<file path="src/rtl/rect_loader.sv">
`default_nettype none
// ============================================================================
// Module   : rect_loader
// Purpose  : Per-frame fetch stage of the GPU rectangle path. On a frame-start
//            pulse it walks the rectangle table in video memory, reads each
//            5-word record (x, y, width, height, colour), forms the right and
//            bottom edges, clamps all four edges to the 640x480 screen and
//            emits one registered descriptor per record.
// Revision : 1.0 - initial release
// ============================================================================
module rect_loader #(
    parameter int                    RECT_COUNT = 64,
    parameter int                    ADDR_WIDTH = 13,
    parameter logic [ADDR_WIDTH-1:0] BASE_ADDR  = '0
) (
    input  logic                  clk,
    input  logic                  reset,
    input  logic                  start,
    output logic [ADDR_WIDTH-1:0] mem_addr,
    input  logic [15:0]           mem_rdata,
    output logic                  busy,
    output logic                  rect_valid,
    output logic [5:0]            rect_index,
    output logic [9:0]            rect_x0,
    output logic [9:0]            rect_x1,
    output logic [9:0]            rect_y0,
    output logic [9:0]            rect_y1,
    output logic [15:0]           rect_color,
    output logic                  rect_empty,
    output logic                  done
);

    typedef enum logic [1:0] {
        S_IDLE  = 2'd0,
        S_FETCH = 2'd1,
        S_TAIL  = 2'd2
    } state_t;

    localparam logic [5:0]            c_last_rec = 6'(RECT_COUNT - 1);
    localparam logic [ADDR_WIDTH-1:0] c_addr_one = {{(ADDR_WIDTH-1){1'b0}}, 1'b1};

    state_t                r_state;
    state_t                w_state_next;
    logic                  w_busy;
    logic                  w_last;
    logic                  w_accept;

    logic [2:0]            r_word;
    logic [5:0]            r_rec;
    logic [ADDR_WIDTH-1:0] r_addr;
    logic [15:0]           r_x;
    logic [15:0]           r_y;
    logic [15:0]           r_w;
    logic [15:0]           r_h;

    logic                  r_valid;
    logic                  r_done;
    logic [5:0]            r_index;
    logic [9:0]            r_x0;
    logic [9:0]            r_x1;
    logic [9:0]            r_y0;
    logic [9:0]            r_y1;
    logic [15:0]           r_color;
    logic                  r_empty;

    logic [15:0]           w_xe;
    logic [15:0]           w_ye;
    logic [9:0]            w_x0;
    logic [9:0]            w_x1;
    logic [9:0]            w_y0;
    logic [9:0]            w_y1;

    // Screen clamp stage: mode=1 clamps against the 640-pixel width,
    // mode=0 against the 480-line height. Negative edges pin to 0.
    function automatic logic [9:0] clamp_edge(input logic [15:0] v, input logic mode);
        logic [15:0] lim;
        lim = mode ? 16'd640 : 16'd480;
        if (v[15])
            return 10'd0;
        else if (v >= lim)
            return lim[9:0];
        else
            return v[9:0];
    endfunction

    // Edge arithmetic wraps in 16 bits; clamping happens afterwards
    assign w_xe = r_x + r_w;
    assign w_ye = r_y + r_h;
    assign w_x0 = clamp_edge(r_x,  1'b1);
    assign w_x1 = clamp_edge(w_xe, 1'b1);
    assign w_y0 = clamp_edge(r_y,  1'b0);
    assign w_y1 = clamp_edge(w_ye, 1'b0);

    assign w_last   = (r_rec == c_last_rec);
    // The done cycle is already IDLE but still counts as part of the walk
    assign w_accept = start && !r_done;

    // State register
    always_ff @(posedge clk) begin
        if (reset)
            r_state <= S_IDLE;
        else
            r_state <= w_state_next;
    end

    // Next-state and busy decode
    always_comb begin
        w_state_next = r_state;
        w_busy       = 1'b0;
        case (r_state)
            S_IDLE: begin
                if (w_accept)
                    w_state_next = S_FETCH;
            end
            S_FETCH: begin
                w_busy = 1'b1;
                if (r_word == 3'd4)
                    w_state_next = S_TAIL;
            end
            S_TAIL: begin
                w_busy       = 1'b1;
                w_state_next = w_last ? S_IDLE : S_FETCH;
            end
            default: w_state_next = S_IDLE;
        endcase
    end

    // Address walk, word capture and descriptor registers
    always_ff @(posedge clk) begin
        if (reset) begin
            r_word  <= 3'd0;
            r_rec   <= 6'd0;
            r_addr  <= BASE_ADDR;
            r_x     <= 16'd0;
            r_y     <= 16'd0;
            r_w     <= 16'd0;
            r_h     <= 16'd0;
            r_valid <= 1'b0;
            r_done  <= 1'b0;
            r_index <= 6'd0;
            r_x0    <= 10'd0;
            r_x1    <= 10'd0;
            r_y0    <= 10'd0;
            r_y1    <= 10'd0;
            r_color <= 16'd0;
            r_empty <= 1'b0;
        end else begin
            r_valid <= 1'b0;
            r_done  <= 1'b0;
            case (r_state)
                S_IDLE: begin
                    if (w_accept) begin
                        r_addr <= BASE_ADDR;
                        r_word <= 3'd0;
                        r_rec  <= 6'd0;
                    end
                end
                S_FETCH: begin
                    // Read data lags the address by one cycle, so word k-1
                    // is on mem_rdata while r_word is k
                    case (r_word)
                        3'd1:    r_x <= mem_rdata;
                        3'd2:    r_y <= mem_rdata;
                        3'd3:    r_w <= mem_rdata;
                        3'd4:    r_h <= mem_rdata;
                        default: ;
                    endcase
                    r_word <= r_word + 3'd1;
                    if (r_word != 3'd4)
                        r_addr <= r_addr + c_addr_one;
                end
                S_TAIL: begin
                    // Colour word is on mem_rdata now; publish the descriptor
                    r_valid <= 1'b1;
                    r_done  <= w_last;
                    r_index <= r_rec;
                    r_x0    <= w_x0;
                    r_x1    <= w_x1;
                    r_y0    <= w_y0;
                    r_y1    <= w_y1;
                    r_color <= mem_rdata;
                    r_empty <= (w_x1 <= w_x0) || (w_y1 <= w_y0);
                    if (!w_last) begin
                        r_rec  <= r_rec + 6'd1;
                        r_word <= 3'd0;
                        r_addr <= r_addr + c_addr_one;
                    end
                end
                default: ;
            endcase
        end
    end

    assign mem_addr   = r_addr;
    assign busy       = w_busy;
    assign rect_valid = r_valid;
    assign done       = r_done;
    assign rect_index = r_index;
    assign rect_x0    = r_x0;
    assign rect_x1    = r_x1;
    assign rect_y0    = r_y0;
    assign rect_y1    = r_y1;
    assign rect_color = r_color;
    assign rect_empty = r_empty;

endmodule
`default_nettype wire

</file>
<file path="config.mk">
export PLATFORM = sky130hd
export DESIGN_NAME = rect_loader
export DESIGN_NICKNAME = d
export VERILOG_FILES = /design/src/rtl/rect_loader.sv
export SDC_FILE = /design/constraint.sdc
export NUM_CORES = 1
export LEC_CHECK = 0
export ABC_AREA = 1
export CAP_MARGIN = 20
export CORE_MARGIN = 1.5
export CORE_UTILIZATION = 30
export CTS_BUF_LIST = sky130_fd_sc_hd__clkbuf_4 sky130_fd_sc_hd__clkbuf_8
export DETAILED_ROUTE_END_ITERATION = 8
export DONT_BUFFER_PORTS = 1
export MAX_ROUTING_LAYER = met4
export PLACE_DENSITY = 0.54
export SYNTH_ARGS = -nofsm -noshare
export SYNTH_HDL_FRONTEND = slang
export SYNTH_SLANG_ARGS = --single-unit
</file>
<file path="constraint.sdc">
create_clock -name clk -period 3.85 [get_ports clk]
set_input_delay 0.385 -clock clk [delete_from_list [all_inputs] [get_ports clk]]
set_output_delay 0.385 -clock clk [all_outputs]
set_load 0.05 [all_outputs]
</file>
==> results.yml <==
run_status:
  outcome: "complete, no violations"
power:
  power.density_nw_per_um2: 422.2
  leakagePower_nw: 3.934
  fin_total_pwr_mw: 3.829
  ir_drop_mv: 0.1609
clocking:
  clk_root_buffer_cell: "clkbuf_8"
  htree_levels: 4
  clkLatencyLatePin_ps: 460
  clk_pin_slew_ps: 100
  cts-buffers-inserted: 17
  cts_sinks: 153
  cts_tree: "yes"
  cts_buffer_depth: 2
synth:
  synth-seq-cells: 153
  synth_top_area_cell: "dfxtp_1"
  async_flop_share_pct: 0
  synth_top_area_share_pct: 37.04
  synth_edf_count: 0
  netlist_instances: 1132
  synth.avg_cell_area_um2: 7.305
  synthTopCellsByArea: "dfxtp_1, nand2_1, ha_1"
  synth_cell_types: 49
  syn-cell-area_um2: 8269
  seq_area_frac_synth_pct: 37.04
  syn_nets: 1214
  ys_dominant_reg_cell: "dfxtp_1"
  ys.warnings.count: 0
timing:
  max_slew.worst_pin.slew_ps: 849.4
  timing.hold.ws_ps: 51.34
  slew_headroom_pct: 43.31
  tns_ps: 0
  max_freq_mhz: 283.9
  report.final.hold_viol_count: 0
  finalCritPeriodShare_pct: 91.48
  skew_ps: 20.20
  grt_setup_unrepaired: "no"
  fin_crit_ps: 3522
  setup_slack_ps: 328.2
  slew_violations: 0
  setup_viol: 0
grt:
  antenna_found_initial: 0
  grt_overflow: 0
  grt_pass1_vias: 6625
  grt_pass1_wl_um: 34820
  grt_usage_pct: 15.92
  grt_max_degree: 59
setup_path:
  cpMostUsedCell: "nand2_1"
  crit_chain: "ha_1 -> fa_1 -> nand2_1 -> nand2_1 -> nand3b_1 -> nand2_1 -> nand3_1 -> nand2_1 -> nand2_1 -> nand2_1 -> a21oi_4 -> nand2_8 -> inv_6 -> nand2_1 -> ha_1 -> inv_1 -> a21oi_1 -> o21a_1 -> o21ai_0 -> a21boi_0 -> o21ai_0 -> nand3_1 -> nand2_1 -> inv_1"
  r2r-end: "rect_empty$_SDFFE_PP0P_"
  worst-path-buf-inv: 3
  critPathKind: "flop to flop"
  crit_path_max_fanout: 8
  path_depth: 24
  critPathLaunchType: "flop"
  critPathArrivalTime_ps: 3890
  crit_start: "r_y[0]$_SDFFE_PP0P_"
  worstRegToRegCells: 24
  endpoint: "rect_empty$_SDFFE_PP0P_"
  critPathSlowestCell: "fa_1"
  cp-end-kind: "flop"
  worst_path_largest_cell_delay_ps: 410
  crit_family: "simple AND/OR/NAND/NOR gates"
  r2r_start: "r_y[0]$_SDFFE_PP0P_"
  crit_required_ps: 4220
  r2r_setup_slack_ps: 330
detailed_routing:
  first_iter_violations: 296
  vias_per_cell: 4.781
  drc: 0
  first_pass_iters: 5
  wl_per_cell_um: 14.64
  ant_nets: 0
  wirelength_um: 21690
  via_count: 7086
floorplanning:
  rows: 60
  start_util_pct: 30.60
  num_io_pins: 98
  dieArea_um2: 28570
  core_um2: 27030
  die_x_um: 169.0
  die_h_um: 169.0
final_layout:
  drive_above_1_share_pct: 8.677
  area_growth_pct: 9.669
  finalNetCount: 1210
  fin_util_pct: 33.56
  instances_no_fill: 1482
  diodes: 0
  fin_area_um2: 9069
placement:
  hpwl_um: 16460
  post-place-ws_ps: 309.4
  place_inst: 1445
  place_area_um2: 8617
  port_buffers: 0
  routabilityCongestion: 0.8829
flow_run:
  drv_cap: 0
hold_path:
  min_path_type: "input port to flop"
## cell families after synthesis
group           Yosys count  synth area share, %
simple gates            505                28.34
compound gates          231                15.68
fa+ha+maj                63                9.714
buf+inv                 163                7.550
xor+xnor                 15                1.589
flops                   153                37.04
other cells               2              0.09082
## metal layers
metal	part of all wire [%]	wire (um)	track usage (%)
met1	50	10750	20.74
met2	42	9080	23.81
met3	7.9	1705	5.495
met4	0.71	153	3.270
met5	0	0	-
## repair_timing
action / CTS / global route
hold buffers: 2 / 0
hold endpoints to repair: 11 / 0
buffers inserted: 0 / 0
resized for setup: 0 / 0
## sequential cells by signal, summed over array words and instances (netlist names)
name        flops
rect_index      6
mem_addr       13
rect_y1        10
rect_valid      1
r_rec           6
r_y            16
rect_y0        10
rect_x1        10
r_x            16
r_state         2
r_h            16
done            1
rect_x0        10
r_w            16
rect_empty      1
rect_color     16
r_word          3
## final cells by class
type	instances	area [um2]
Clock buffer	17	234.0
Multi-Input combinational cell	816	4597
Sequential cell	153	3063
Fill cell	2981	17960
Clock inverter	15	140.1
Timing Repair Buffer	10	115.1
Inverter	130	493.0
Tap cell	341	426.7
## how the worst min path moves through the flow
stage,startpoint,endpoint,slack (ps),cells after the start
global placement,r_x[5]$_SDFFE_PP0P_,r_x[5]$_SDFFE_PP0P_,460,2
global route,mem_rdata[14],rect_color[14]$_SDFFE_PP0P_,10,1
CTS,mem_rdata[3],rect_color[3]$_SDFFE_PP0P_,30,1
floorplan,r_y[13]$_SDFFE_PP0P_,r_y[13]$_SDFFE_PP0P_,440,2
finish,mem_rdata[9],rect_color[9]$_SDFFE_PP0P_,50,1
detailed placement,reset,r_rec[0]$_SDFFE_PP0P_,460,1
## worst reg2reg max path, stage by stage, from the launching register on
cell and delay, ps:
dfxtp_1 340, ha_1 230, fa_1 410, nand2_1 110, nand2_1 80, nand3b_1 130, nand2_1 110, nand3_1 110
nand2_1 60, nand2_1 60, nand2_1 70, a21oi_4 260, nand2_8 120, inv_6 100, nand2_1 70, ha_1 180
inv_1 50, a21oi_1 50, o21a_1 160, o21ai_0 150, a21boi_0 110, o21ai_0 270, nand3_1 110, nand2_1 70
inv_1 30
## cells in the final DEF, fill, tap and decap left out, drive strengths merged, types with 8 or more instances in the layout
master / instances
buf: 8
dfxtp: 153
nand3: 53
ha: 61
nor2: 133
inv: 135
clkbuf: 17
a21oi: 85
nand2: 270
a22o: 18
nand3b: 14
o21ai: 111
xor2: 9
nor3: 17
## synth_stat cells (2+ instances only)
master	count
and2_1	2
nand4_1	7
o21a_1	6
nand2_1	258
dfxtp_1	153
fa_1	2
o21bai_1	2
conb_1	2
a211oi_1	5
o21ai_1	2
inv_2	6
nor2_1	115
nor3_1	14
o21ai_0	108
a21oi_2	4
a21oi_1	80
a22o_1	18
nand3_2	8
nor4_1	3
xor2_1	9
xnor2_1	6
nor2_4	9
buf_2	3
nand2_2	7
ha_1	61
inv_1	122
nand2_8	2
nand3_1	44
nor2_2	7
clkbuf_1	28
nor2_8	2
nand2_4	3
nor3_2	3
nand3b_1	14
nor3b_1	2
or2_1	2
## power by group
| part | internal, mW | leakage [nW] | total, mW | switching [mW] |
|---|---|---|---|---|
| Sequential | 1.63 | 1.23 | 1.70 | 0.0659 |
| Combinational | 0.330 | 2.52 | 0.954 | 0.624 |
| Clock | 0.471 | 0.180 | 1.18 | 0.706 |
| Total | 2.43 | 3.93 | 3.83 | 1.40 |
(Power assumes the default switching activity.)
